--- config.mk ---
export PLATFORM = sky130hd
export DESIGN_NAME = pipe_hazard_ctrl
export DESIGN_NICKNAME = d
export VERILOG_FILES = /design/src/rtl/pipe_pkg.sv /design/src/rtl/md_timer.sv /design/src/rtl/pipe_hazard_ctrl.sv
export SDC_FILE = /design/constraint.sdc
export NUM_CORES = 1
export LEC_CHECK = 0
export ABC_CLOCK_PERIOD_IN_PS = 1800
export CORE_MARGIN = 10
export CORE_UTILIZATION = 33
export DETAILED_ROUTE_END_ITERATION = 8
export PLACE_DENSITY = 0.88
export SETUP_SLACK_MARGIN = 0.02
export SYNTH_ARGS = -nofsm -noshare
export SYNTH_HDL_FRONTEND = slang
export SYNTH_SLANG_ARGS = --single-unit
--- constraint.sdc ---
create_clock -name vclk -period 1.8
set_input_delay 0.27 -clock vclk [all_inputs]
set_output_delay 0.27 -clock vclk [all_outputs]
set_load 0.02 [all_outputs]
--- src/rtl/pipe_pkg.sv ---
// Shared definitions for the pipeline hazard controller: mul/div FSM state
// encoding, EXE forward-select codes, default multi-cycle latency and the
// register-match helper used by every hazard and forward check.
package pipe_pkg;

  typedef enum logic [1:0] {
    MD_IDLE = 2'd0,
    MD_BUSY = 2'd1,
    MD_DONE = 2'd2
  } md_state_e;

  localparam logic [1:0] FWD_NONE = 2'b00;
  localparam logic [1:0] FWD_WB   = 2'b01;
  localparam logic [1:0] FWD_MEM  = 2'b10;

  localparam int MD_LAT_DEF = 8;
  localparam int MD_CNT_W   = $clog2(64);

  // Register 0 is hardwired to zero, so it never creates a dependency.
  function automatic logic reg_match(input logic [4:0] a, input logic [4:0] b);
    return (a != 5'd0) && (a == b);
  endfunction

endpackage

--- src/rtl/md_timer.sv ---
// Loadable down-counter timing the BUSY phase of a multi-cycle EXE op.
// Holds at zero rather than wrapping.
module md_timer
  import pipe_pkg::*;
(
  input  logic                clk,
  input  logic                rst,
  input  logic                load,
  input  logic [MD_CNT_W-1:0] load_val,
  input  logic                dec,
  output logic [MD_CNT_W-1:0] cnt,
  output logic                zero
);

  // Counter register: load has priority over decrement.
  always_ff @(posedge clk) begin
    if (rst) begin
      cnt <= '0;
    end else if (load) begin
      cnt <= load_val;
    end else if (dec && (cnt != '0)) begin
      cnt <= cnt - 1'b1;
    end
  end

  assign zero = (cnt == '0);

endmodule

--- src/rtl/pipe_hazard_ctrl.sv ---
// Hazard/forwarding controller for a 5-stage pipeline: load-use and branch
// operand stalls, taken-branch flush, EXE and ID forwarding, and an optional
// mul/div occupancy FSM enabled by the macro PIPE_MULDIV_EN.
module pipe_hazard_ctrl
  import pipe_pkg::*;
#(
  parameter int MD_LAT = MD_LAT_DEF
) (
  input  logic       clk,
  input  logic       rst,
  input  logic [4:0] Rs_decode,
  input  logic [4:0] Rt_decode,
  input  logic [4:0] Rs_exe,
  input  logic [4:0] Rt_exe,
  input  logic [4:0] writereg_exe,
  input  logic [4:0] writereg_mem,
  input  logic [4:0] writereg_wb,
  input  logic       regwrite_exe,
  input  logic       regwrite_mem,
  input  logic       regwrite_wb,
  input  logic       memtoreg_exe,
  input  logic       memtoreg_mem,
  input  logic       branch_decode,
  input  logic       taken_decode,
  input  logic       mdstart_exe,
  output logic       stall_fetch,
  output logic       stall_decode,
  output logic       stall_exe,
  output logic       flush_decode,
  output logic       flush_exe,
  output logic       flush_mem,
  output logic [1:0] forwardA_exe,
  output logic [1:0] forwardB_exe,
  output logic       forwardA_decode,
  output logic       forwardB_decode,
  output logic       md_busy,
  output logic       md_done
);

  logic md_stall;
  logic md_active;
  logic md_last;

`ifdef PIPE_MULDIV_EN
  localparam logic [MD_CNT_W-1:0] MD_LOAD = MD_CNT_W'(MD_LAT - 2);

  md_state_e           state, state_nxt;
  logic                cnt_load, cnt_dec, cnt_zero;
  logic [MD_CNT_W-1:0] cnt;

  md_timer u_md_timer (
    .clk      (clk),
    .rst      (rst),
    .load     (cnt_load),
    .load_val (MD_LOAD),
    .dec      (cnt_dec),
    .cnt      (cnt),
    .zero     (cnt_zero)
  );

  // Mul/div state register.
  always_ff @(posedge clk) begin
    if (rst) state <= MD_IDLE;
    else     state <= state_nxt;
  end

  // Next state: the IDLE cycle is the op's first EXE cycle, BUSY covers
  // MD_LAT-2 cycles (leave when the count is about to reach zero), DONE is
  // the last. With MD_LAT=2 there is no BUSY phase at all.
  always_comb begin
    state_nxt = state;
    cnt_load  = 1'b0;
    cnt_dec   = 1'b0;
    case (state)
      MD_IDLE: begin
        if (mdstart_exe) begin
          cnt_load  = 1'b1;
          state_nxt = (MD_LAT == 2) ? MD_DONE : MD_BUSY;
        end
      end
      MD_BUSY: begin
        cnt_dec = 1'b1;
        if (cnt_zero || (cnt == MD_CNT_W'(1))) state_nxt = MD_DONE;
      end
      MD_DONE: state_nxt = MD_IDLE;
      default: state_nxt = MD_IDLE;
    endcase
  end

  assign md_stall  = (state == MD_BUSY);
  assign md_active = (state == MD_BUSY) || (state == MD_DONE);
  assign md_last   = (state == MD_DONE);
`else
  logic unused_md;
  assign unused_md = mdstart_exe;
  assign md_stall  = 1'b0;
  assign md_active = 1'b0;
  assign md_last   = 1'b0;
`endif

  logic src_exe_dep, src_mem_dep, lu_hazard, br_hazard, hz_stall;

  assign src_exe_dep = reg_match(writereg_exe, Rs_decode) || reg_match(writereg_exe, Rt_decode);
  assign src_mem_dep = reg_match(writereg_mem, Rs_decode) || reg_match(writereg_mem, Rt_decode);
  assign lu_hazard   = regwrite_exe && memtoreg_exe && src_exe_dep;
  assign br_hazard   = branch_decode && ((regwrite_exe && src_exe_dep) || (memtoreg_mem && src_mem_dep));
  assign hz_stall    = lu_hazard || br_hazard;

  // Output decode; everything is held at zero while reset is asserted.
  // A mul/div stall freezes EXE and ID, so it suppresses both flushes.
  always_comb begin
    stall_fetch     = 1'b0;
    stall_decode    = 1'b0;
    stall_exe       = 1'b0;
    flush_decode    = 1'b0;
    flush_exe       = 1'b0;
    flush_mem       = 1'b0;
    forwardA_exe    = FWD_NONE;
    forwardB_exe    = FWD_NONE;
    forwardA_decode = 1'b0;
    forwardB_decode = 1'b0;
    md_busy         = 1'b0;
    md_done         = 1'b0;
    if (!rst) begin
      stall_fetch  = hz_stall || md_stall;
      stall_decode = hz_stall || md_stall;
      stall_exe    = md_stall;
      flush_mem    = md_stall;
      flush_exe    = hz_stall && !md_stall;
      flush_decode = taken_decode && !(hz_stall || md_stall);
      if (regwrite_mem && reg_match(writereg_mem, Rs_exe))     forwardA_exe = FWD_MEM;
      else if (regwrite_wb && reg_match(writereg_wb, Rs_exe))  forwardA_exe = FWD_WB;
      if (regwrite_mem && reg_match(writereg_mem, Rt_exe))     forwardB_exe = FWD_MEM;
      else if (regwrite_wb && reg_match(writereg_wb, Rt_exe))  forwardB_exe = FWD_WB;
      forwardA_decode = regwrite_mem && !memtoreg_mem && reg_match(writereg_mem, Rs_decode);
      forwardB_decode = regwrite_mem && !memtoreg_mem && reg_match(writereg_mem, Rt_decode);
      md_busy = md_active;
      md_done = md_last;
    end
  end

endmodule
==> impl_metrics.json, run 1 <==
{
  "power.clock.fraction_pct": 0,
  "final-hold-violation-count": 0,
  "timing.fmax_mhz": 570,
  "grt_first_pass_wirelength_mm": 5.24,
  "netlist_area_sq_um": 648,
  "syn_to_final_growth_pct": 120,
  "fillCellCount": 120,
  "power.share.switching_pct": 50.1,
  "ys_warn_count": 0,
  "synth_commonest_cells": "sky130_fd_sc_hd__xor2_1, sky130_fd_sc_hd__xnor2_1, sky130_fd_sc_hd__buf_4",
  "final_antenna_net_count": 0,
  "mean_post_synth_cell_area_sq_um": 7.37,
  "clock_buffer_count": 0,
  "hold_bufs_inserted_after_cts": 0,
  "via_count_of_the_first_global_routing_pass": 1072,
  "dpl.hpwl_mm": 2.63,
  "power_density_nw_per_um2": 232,
  "worst-endpoint-required_ns": 1.53,
  "outcome": "finished, final reports clean",
  "number_of_setup_violations_in_the_final_report": 0,
  "routability_congestion": 0.799,
  "max_cap_violations": 0,
  "cp_cell_sequence": "buf_2, nor2b_4, o21ai_2, or4_4, nor4_4, buf_4",
  "intPower_mw": 0.166,
  "routed_wirelength_mm": 3.54,
  "combinationalPowerShare_pct": 100.0,
  "floorplan.rows": 15,
  "sequentialPowerShare_pct": 0,
  "finalNonFillerCells": 180,
  "path_class_of_the_lowest_slack_min_delay_path": "in2out",
  "detail_route.first_pass.iterations": 4,
  "synth_area_leader_cell": "sky130_fd_sc_hd__xor2_1",
  "path_depth": 6,
  "critical_path.max_stage_delay_ns": 0.56,
  "number_of_antenna_violations_at_the_first_check_in_global_routing": 0,
  "timing_worst_setup_path_type": "in2out",
  "drt-vias-per-instance": 5.09,
  "power_switching_mw": 0.166,
  "final_min_period_over_clock_period_pct": 97.5,
  "vdd_ir_drop_max_mv": 0.155,
  "fin_crit_ns": 1.75,
  "min_delay_path_depth": 4,
  "timing.setup.tns_ns": 0,
  "drt_first_iter_violations": 11,
  "vias": 916,
  "ioPinCount": 59,
  "fp.dieW_um": 64.3,
  "timing.critical_path.slowest_stage_cell": "sky130_fd_sc_hd__or4_4",
  "buffer_ports.inserted": 53,
  "dieHeight_um": 64.3,
  "finalHoldWorstSlack_ns": 1.01,
  "synth_most_common_cell": "sky130_fd_sc_hd__xor2_1",
  "synthesis.instances": 88,
  "synth_seq_area_share_pct": 0,
  "finish.net_count": 202,
  "timing.critical_path.max_delay_family": "simple AND/OR/NAND/NOR gates",
  "synthDistinctLibCells": 18,
  "avgRoutedWirePerCell_um": 19.6,
  "sequential_cell_total": 0,
  "worst-path-max-fanout": 2,
  "worst_ep_arrival_time_ns": 1.48,
  "cp-end-kind": "output port",
  "dieArea_sq_um": 4140,
  "setup.worst_path.start_class": "input port",
  "pin_count_of_the_biggest_net_entering_global_routing": 7,
  "grt-ovfl-total": 0,
  "antennaDiodeCount": 0,
  "grt_usage_pct": 15.1,
  "dpl.cell_count": 175,
  "post_route_drc": 0,
  "cp_num_buf_inv": 2,
  "drv_slew": 0,
  "area.sequential_sq_um": 0,
  "synth_top_area_share_pct": 32.4,
  "final_layout_size_suffix_gt1_share_pct": 64.5,
  "initial_utilization_pct": 36.0,
  "synth_top_cells_by_area": "sky130_fd_sc_hd__xor2_1, sky130_fd_sc_hd__xnor2_1, sky130_fd_sc_hd__buf_4, sky130_fd_sc_hd__nand3_1, sky130_fd_sc_hd__nor3_1",
  "core_sq_um": 1800,
  "cellLeakagePower_nw": 0.650
}
==> power by group through the flow <==
| stage | Clock (mW) | Sequential, mW | Combinational, mW |
|---|---|---|---|
| global route | 0 | 0 | 0.352 |
| CTS | 0 | 0 | 0.285 |
| detailed placement | 0 | 0 | 0.280 |
| global placement | 0 | 0 | 0.272 |
| floorplan | 0 | 0 | 0.123 |
| finish | 0 | 0 | 0.331 |
==> final cells by class <==
type                            instances  area, sq um  area share (%)
Timing Repair Buffer                   75          564            39.6
Tap cell                               25         31.3            2.19
Multi-Input combinational cell         80          831            58.2
==> through the flow <==
step / setup WS [ns] / utilization [%] / power, mW / cell area [sq um]
after floorplan: 0.0662 / - / 0.123 / 671
after global placement: -0.804 / 71.0 / 0.272 / 1280
after detailed placement: -0.896 / 71.0 / 0.280 / 1280
after CTS: -0.0710 / 72.9 / 0.285 / 1310
after global routing: -0.0364 / 79.2 / 0.352 / 1430
final: 0.0458 / 79.2 / 0.331 / 1430
==> logic make-up (layout without fill, tap and decap cells) <==
family | after synthesis | in the layout | synth area share [%]
compound gates | 6 | 6 | 5.02
buf+inv | 11 | 75 | 12.4
xor+xnor | 40 | 40 | 54.1
other cells | 1 | 4 | 0.579
simple gates | 30 | 30 | 28.0
==> repair_timing <==
action | CTS | global route
setup endpoints to repair | 10 | 10
buffers inserted | 5 | 0
pin swaps | 17 | 27
resized for setup | 174 | 54
==> metal layers <==
| layer | global-route usage [%] | vias to the layer above | wire [um] |
|---|---|---|---|
| met5 | 0 | - | 0 |
| met2 | 28.8 | 47 | 1960 |
| met3 | 3.31 | 12 | 204 |
| met1 | 15.2 | 437 | 1250 |
| li1 | - | 420 | - |
| met4 | 6.68 | 0 | 123 |
==> worst paths after layout <==
kind	startpoint	to	slack [ns]
min	rst	forwardB_exe[1]	1.01
max	rst	forwardA_exe[0]	0.05
==> cell usage in the layout, fill, tap and decap left out, types with 4 or more instances in the layout <==
master	count
sky130_fd_sc_hd__buf_4	23
sky130_fd_sc_hd__clkdlybuf4s50_1	4
sky130_fd_sc_hd__xnor2_2	8
sky130_fd_sc_hd__buf_6	10
sky130_fd_sc_hd__xnor2_1	7
sky130_fd_sc_hd__clkbuf_2	11
sky130_fd_sc_hd__buf_2	18
sky130_fd_sc_hd__xor2_1	21
sky130_fd_sc_hd__conb_1	4
sky130_fd_sc_hd__nor3_2	5
sky130_fd_sc_hd__dlygate4sd2_1	4
sky130_fd_sc_hd__nand3_2	4
(Power assumes the default switching activity.)
==> run 2: changes to the inputs <==
Settings changed: CELL_PAD_IN_SITES_DETAIL_PLACEMENT set to 0, CELL_PAD_IN_SITES_GLOBAL_PLACEMENT set to 2, CORE_UTILIZATION 33 to 15, PLACE_DENSITY 0.88 to 0.86.
==> run 2 against run 1 <==
Non-clock buffer count increased by 1. Via count is 9.7% lower. Global-route usage shrank 8.0 points. Critical endpoint unchanged. Wire length fell by 18%. Final area rose by 0.44%. Sequential share of layout area is the same. Core utilization is 44 points lower. Die area grew 78%. Worst setup slack worse by 0.0060 ns. Critical path depth stayed put.
==> impl_metrics.json, run 2 (synthesis gave the netlist of run 1 again) <==
{
  "outcome": "finished, final reports clean",
  "routed-wl-met2_mm": 1.68,
  "grt_usage_pct": 7.11,
  "postPlaceCellArea_sq_um": 1330,
  "post_route_drc": 0,
  "number_of_antenna_violations_at_the_first_check_in_global_routing": 0,
  "dpl.hpwl_mm": 2.60,
  "core_sq_um": 4090,
  "routed_wirelength_mm": 2.91,
  "grt-ovfl-total": 0,
  "grt_first_pass_wirelength_mm": 4.46,
  "initial_utilization_pct": 15.9,
  "vdd_ir_drop_max_mv": 0.0462,
  "final_layout_size_suffix_gt1_share_pct": 54.5,
  "finalInstanceArea_sq_um": 1430,
  "wirelength_met1_mm": 1.06,
  "final-hold-violation-count": 0,
  "dieArea_sq_um": 7350,
  "cp-startpoint": "writereg_wb[3]",
  "commonest_cells_after_routing_fill_and_taps_aside": "sky130_fd_sc_hd__buf_4, sky130_fd_sc_hd__xor2_1, sky130_fd_sc_hd__buf_2, sky130_fd_sc_hd__xnor2_1, sky130_fd_sc_hd__buf_6",
  "cp_cell_sequence": "buf_6, buf_6, xor2_1, or4_4, nor4_4, buf_4",
  "drt-vias-per-instance": 4.01,
  "path_class_of_the_lowest_slack_min_delay_path": "in2out",
  "pin_count_of_the_biggest_net_entering_global_routing": 7,
  "setup.worst_path.start_class": "input port",
  "cp_common_cell": "sky130_fd_sc_hd__buf_6",
  "fp.dieW_um": 85.7,
  "max_cap_violations": 0,
  "worst-endpoint-required_ns": 1.53,
  "drv_slew": 0,
  "timing_worst_setup_path_type": "in2out",
  "final_antenna_net_count": 0,
  "antennaDiodeCount": 0,
  "final_common_cell": "sky130_fd_sc_hd__buf_4",
  "finalHoldWorstSlack_ns": 1.01,
  "timing.critical_path.slowest_stage_cell": "sky130_fd_sc_hd__or4_4",
  "final_min_period_over_clock_period_pct": 97.8,
  "max_used_layer": "met3",
  "via_count_of_the_first_global_routing_pass": 933,
  "fillCellCount": 415,
  "worst-path-max-fanout": 2,
  "timing.fmax_mhz": 568,
  "crit_path_end": "forwardA_exe[0]",
  "sequential_cell_total": 0,
  "buffer_ports.inserted": 53,
  "detailroute.wirelength.met3_um": 166,
  "power_density_nw_per_um2": 212,
  "routability_congestion": 0.786,
  "rsz0062_at_grt": "yes",
  "number_of_setup_violations_in_the_final_report": 0,
  "floorplan.rows": 23,
  "worst_ep_arrival_time_ns": 1.49,
  "drt_first_iter_violations": 15,
  "fin_total_pwr_mw": 0.304,
  "finish.net_count": 203,
  "fin_crit_ns": 1.76,
  "area.sequential_sq_um": 0,
  "clock_buffer_count": 0,
  "avgRoutedWirePerCell_um": 14.1,
  "cp-end-kind": "output port",
  "vias": 827,
  "detail_route.first_pass.iterations": 2,
  "cellLeakagePower_nw": 0.646,
  "critical_path.max_stage_delay_ns": 0.55,
  "ioPinCount": 59,
  "dieHeight_um": 85.7,
  "syn_to_final_growth_pct": 121
}
## run 2: timing repair
action | CTS | global route
hold buffers | 0 | 0
endpoints found under the hold margin | 0 | 0
gates resized for setup | 164 | 45
buffers inserted | 3 | 1
setup endpoints to repair | 10 | 10
pin swaps | 14 | 26
## run 2: how the worst min path moves through the flow
stage / from / to / slack, ns / depth (start not counted)
after global placement: taken_decode / flush_decode / 1.64 / 3
after detailed placement: taken_decode / flush_decode / 1.64 / 3
final: rst / stall_fetch / 1.01 / 4
after floorplan: rst / flush_exe / 0.57 / 1
after global routing: rst / stall_fetch / 1.03 / 4
after CTS: rst / stall_fetch / 1.07 / 4
## run 2: power by group
group	internal, mW	total [mW]	switching, mW	leakage [nW]
combinational	0.162	0.304	0.142	0.646
sequential	0	0	0	0
clock	0	0	0	0
total	0.162	0.304	0.142	0.646
## run 2: final cells by class
type / instances / area, sq um / share of cell area [%]
tap: 50 / 62.6 / 4.37
timing repair buffer: 76 / 606 / 42.3
multi-input combinational: 80 / 764 / 53.4
## run 2: critical path, delay by kind of cell
family | cells | cell delay [ns]
simple gates | 2 | 0.69
xor+xnor | 1 | 0.15
buf+inv | 3 | 0.39
## run 2: metrics by stage
step	cells	setup WS (ns)	setup TNS, ns	util (%)
6_report	206	0.0397	0	35.1
5_1_grt	206	-0.0146	-0.0146	35.1
4_1_cts	206	-0.105	-0.183	33.0
3_5_place_dp	203	-0.869	-7.91	32.6
3_3_place_gp	203	-0.831	-7.75	32.6
2_1_floorplan	91	0.0662	0	-
## run 2: layer usage
metal	global-route usage [%]	vias up
met5	0	-
met4	0	0
met3	1.51	0
met2	14.9	22
met1	7.28	376
li1	-	429
==> run 3: changes to the inputs <==
Settings changed: ABC_CLOCK_PERIOD_IN_PS 1800 to 1400, CORE_MARGIN 10 to not set, CORE_UTILIZATION 15 to 14, PLACE_DENSITY 0.86 to 0.85.
Clock period 1.8 ns to 1.4 ns, I/O delays scaled along.
==> run 3 against run 2 <==
The flow now finishes with violations (negative setup slack). Wire length shrank 12%. Clock-buffer cell count is the same. Sequential share of layout area unchanged. Largest power group unchanged. Core utilization decreased by 0.17 points. Non-clock buffer count up 3. Combinational power grew 36%.
==> impl_metrics.json, run 3 (synthesis gave the netlist of run 1 again) <==
{
  "path_class_of_the_lowest_slack_min_delay_path": "in2out",
  "grt-ovfl-total": 0,
  "worst-endpoint-required_ns": 1.19,
  "dpl.hpwl_mm": 2.24,
  "power.share.switching_pct": 45.8,
  "syn_to_final_growth_pct": 138,
  "sequentialPowerShare_pct": 0,
  "max_cap_violations": 0,
  "grtUsageMet2_pct": 19.8,
  "grt_usage_pct": 9.80,
  "pin_count_of_the_biggest_net_entering_global_routing": 7,
  "antennaDiodeCount": 0,
  "floorplan.rows": 24,
  "routed_wirelength_mm": 2.55,
  "grt_first_pass_wirelength_mm": 3.97,
  "post-route-util_pct": 34.9,
  "initial_utilization_pct": 14.7,
  "busiest_layer": "met2",
  "hold_bufs_inserted_after_cts": 0,
  "final_min_period_over_clock_period_pct": 117,
  "fin_ws_ns": -0.232,
  "avgRoutedWirePerCell_um": 12.1,
  "worst-path-max-fanout": 3,
  "dieArea_sq_um": 4910,
  "via_count_of_the_first_global_routing_pass": 884,
  "timing_worst_setup_path_type": "in2out",
  "worst_ep_arrival_time_ns": 1.42,
  "detail_route.first_pass.iterations": 4,
  "drv_slew": 0,
  "cp-end-kind": "output port",
  "ioPinCount": 59,
  "failing_checks": "negative setup slack",
  "fin_total_pwr_mw": 0.414,
  "timing.fmax_mhz": 613,
  "use_met1_pct": 11.7,
  "rsz0062_at_grt": "yes",
  "fp.dieW_um": 70.0,
  "setup.worst_path.start_class": "input port",
  "global_route.usage.met3_pct": 0.866,
  "finish.net_count": 206,
  "outcome": "finished, violations left",
  "number_of_setup_violations_in_the_final_report": 10,
  "number_of_antenna_violations_at_the_first_check_in_global_routing": 0,
  "finalNonFillerCells": 211,
  "vias": 853,
  "sequential_cell_total": 0,
  "routability_congestion": 0.822,
  "post_route_drc": 0,
  "vdd_ir_drop_max_mv": 0.0855,
  "drt-vias-per-instance": 4.04,
  "power_density_nw_per_um2": 269,
  "final_common_cell": "sky130_fd_sc_hd__buf_4",
  "cellLeakagePower_nw": 0.663,
  "fin_crit_ns": 1.63,
  "buffer_ports.inserted": 53,
  "combinationalPowerShare_pct": 100.0,
  "final_layout_size_suffix_gt1_share_pct": 56.0,
  "power.clock.fraction_pct": 0,
  "dieHeight_um": 70.0,
  "intPower_mw": 0.225,
  "clock_buffer_count": 0,
  "final-hold-violation-count": 0,
  "area.sequential_sq_um": 0,
  "preCtsSetupSlack_ns": -1.16,
  "drt_first_iter_violations": 5,
  "dpl.cell_count": 207,
  "commonest_cells_after_routing_fill_and_taps_aside": "sky130_fd_sc_hd__buf_4, sky130_fd_sc_hd__xor2_1, sky130_fd_sc_hd__buf_6",
  "final_antenna_net_count": 0,
  "power_switching_mw": 0.190,
  "core_sq_um": 4410,
  "fillCellCount": 473
}
-- run 3: changes by cell type in the layout (fill, tap and decap cells not counted), moves of 3 or more --
cell,change
sky130_fd_sc_hd__buf_2,-5
sky130_fd_sc_hd__dlymetal6s2s_1,-3
sky130_fd_sc_hd__dlygate4sd2_1,+3
sky130_fd_sc_hd__clkbuf_2,-3
sky130_fd_sc_hd__buf_6,+5
-- run 3: what timing repair did --
item / CTS / global route
resized for setup: 180 / 39
hold endpoints to repair: 0 / 0
setup buffers: 3 / 1
setup endpoints to repair: 10 / 10
pin swaps: 28 / 18
-- run 3: routing by layer --
layer  part of all wire, %  wire length (um)
met5                     0                 0
met4                     0                 0
met3                   5.9               149
met2                    56              1420
met1                    38               976
-- run 3: worst max-delay path: stages --
cell and delay, ns:
sky130_fd_sc_hd__buf_8 0.10, sky130_fd_sc_hd__nor3_2 0.15, sky130_fd_sc_hd__nand2_1 0.12, sky130_fd_sc_hd__nand2_4 0.12, sky130_fd_sc_hd__buf_12 0.10, sky130_fd_sc_hd__nor4_4 0.03
sky130_fd_sc_hd__buf_4 0.15, sky130_fd_sc_hd__nor4_4 0.25, sky130_fd_sc_hd__buf_4 0.18
-- run 3: cell type report --
class              instances  area, sq um  area share [%]
multi-input cells         80          790            51.3
well taps                 52         65.1            4.22
repair buffers            79          686            44.5
-- run 3: worst paths after layout --
check,start,end,slack (ns),depth (start not counted)
max,writereg_mem[1],forwardB_exe[0],-0.23,9
min,memtoreg_mem,forwardB_decode,0.85,3
-- run 3: power by group through the flow --
stage                     Combinational (mW)  Sequential [mW]  Clock [mW]
after floorplan                        0.176                0           0
after global placement                 0.372                0           0
after detailed placement               0.381                0           0
after CTS                              0.397                0           0
after global routing                   0.445                0           0
final                                  0.414                0           0
-- run 3: stage by stage --
stage	instance area, sq um	hold WS (ns)	TNS (ns)
floorplan	753	0.452	-0.601
global placement	1410	1.52	-10.59
detailed placement	1410	1.51	-10.88
CTS	1480	0.992	-2.38
global route	1540	0.879	-2.30
finish	1540	0.853	-1.59
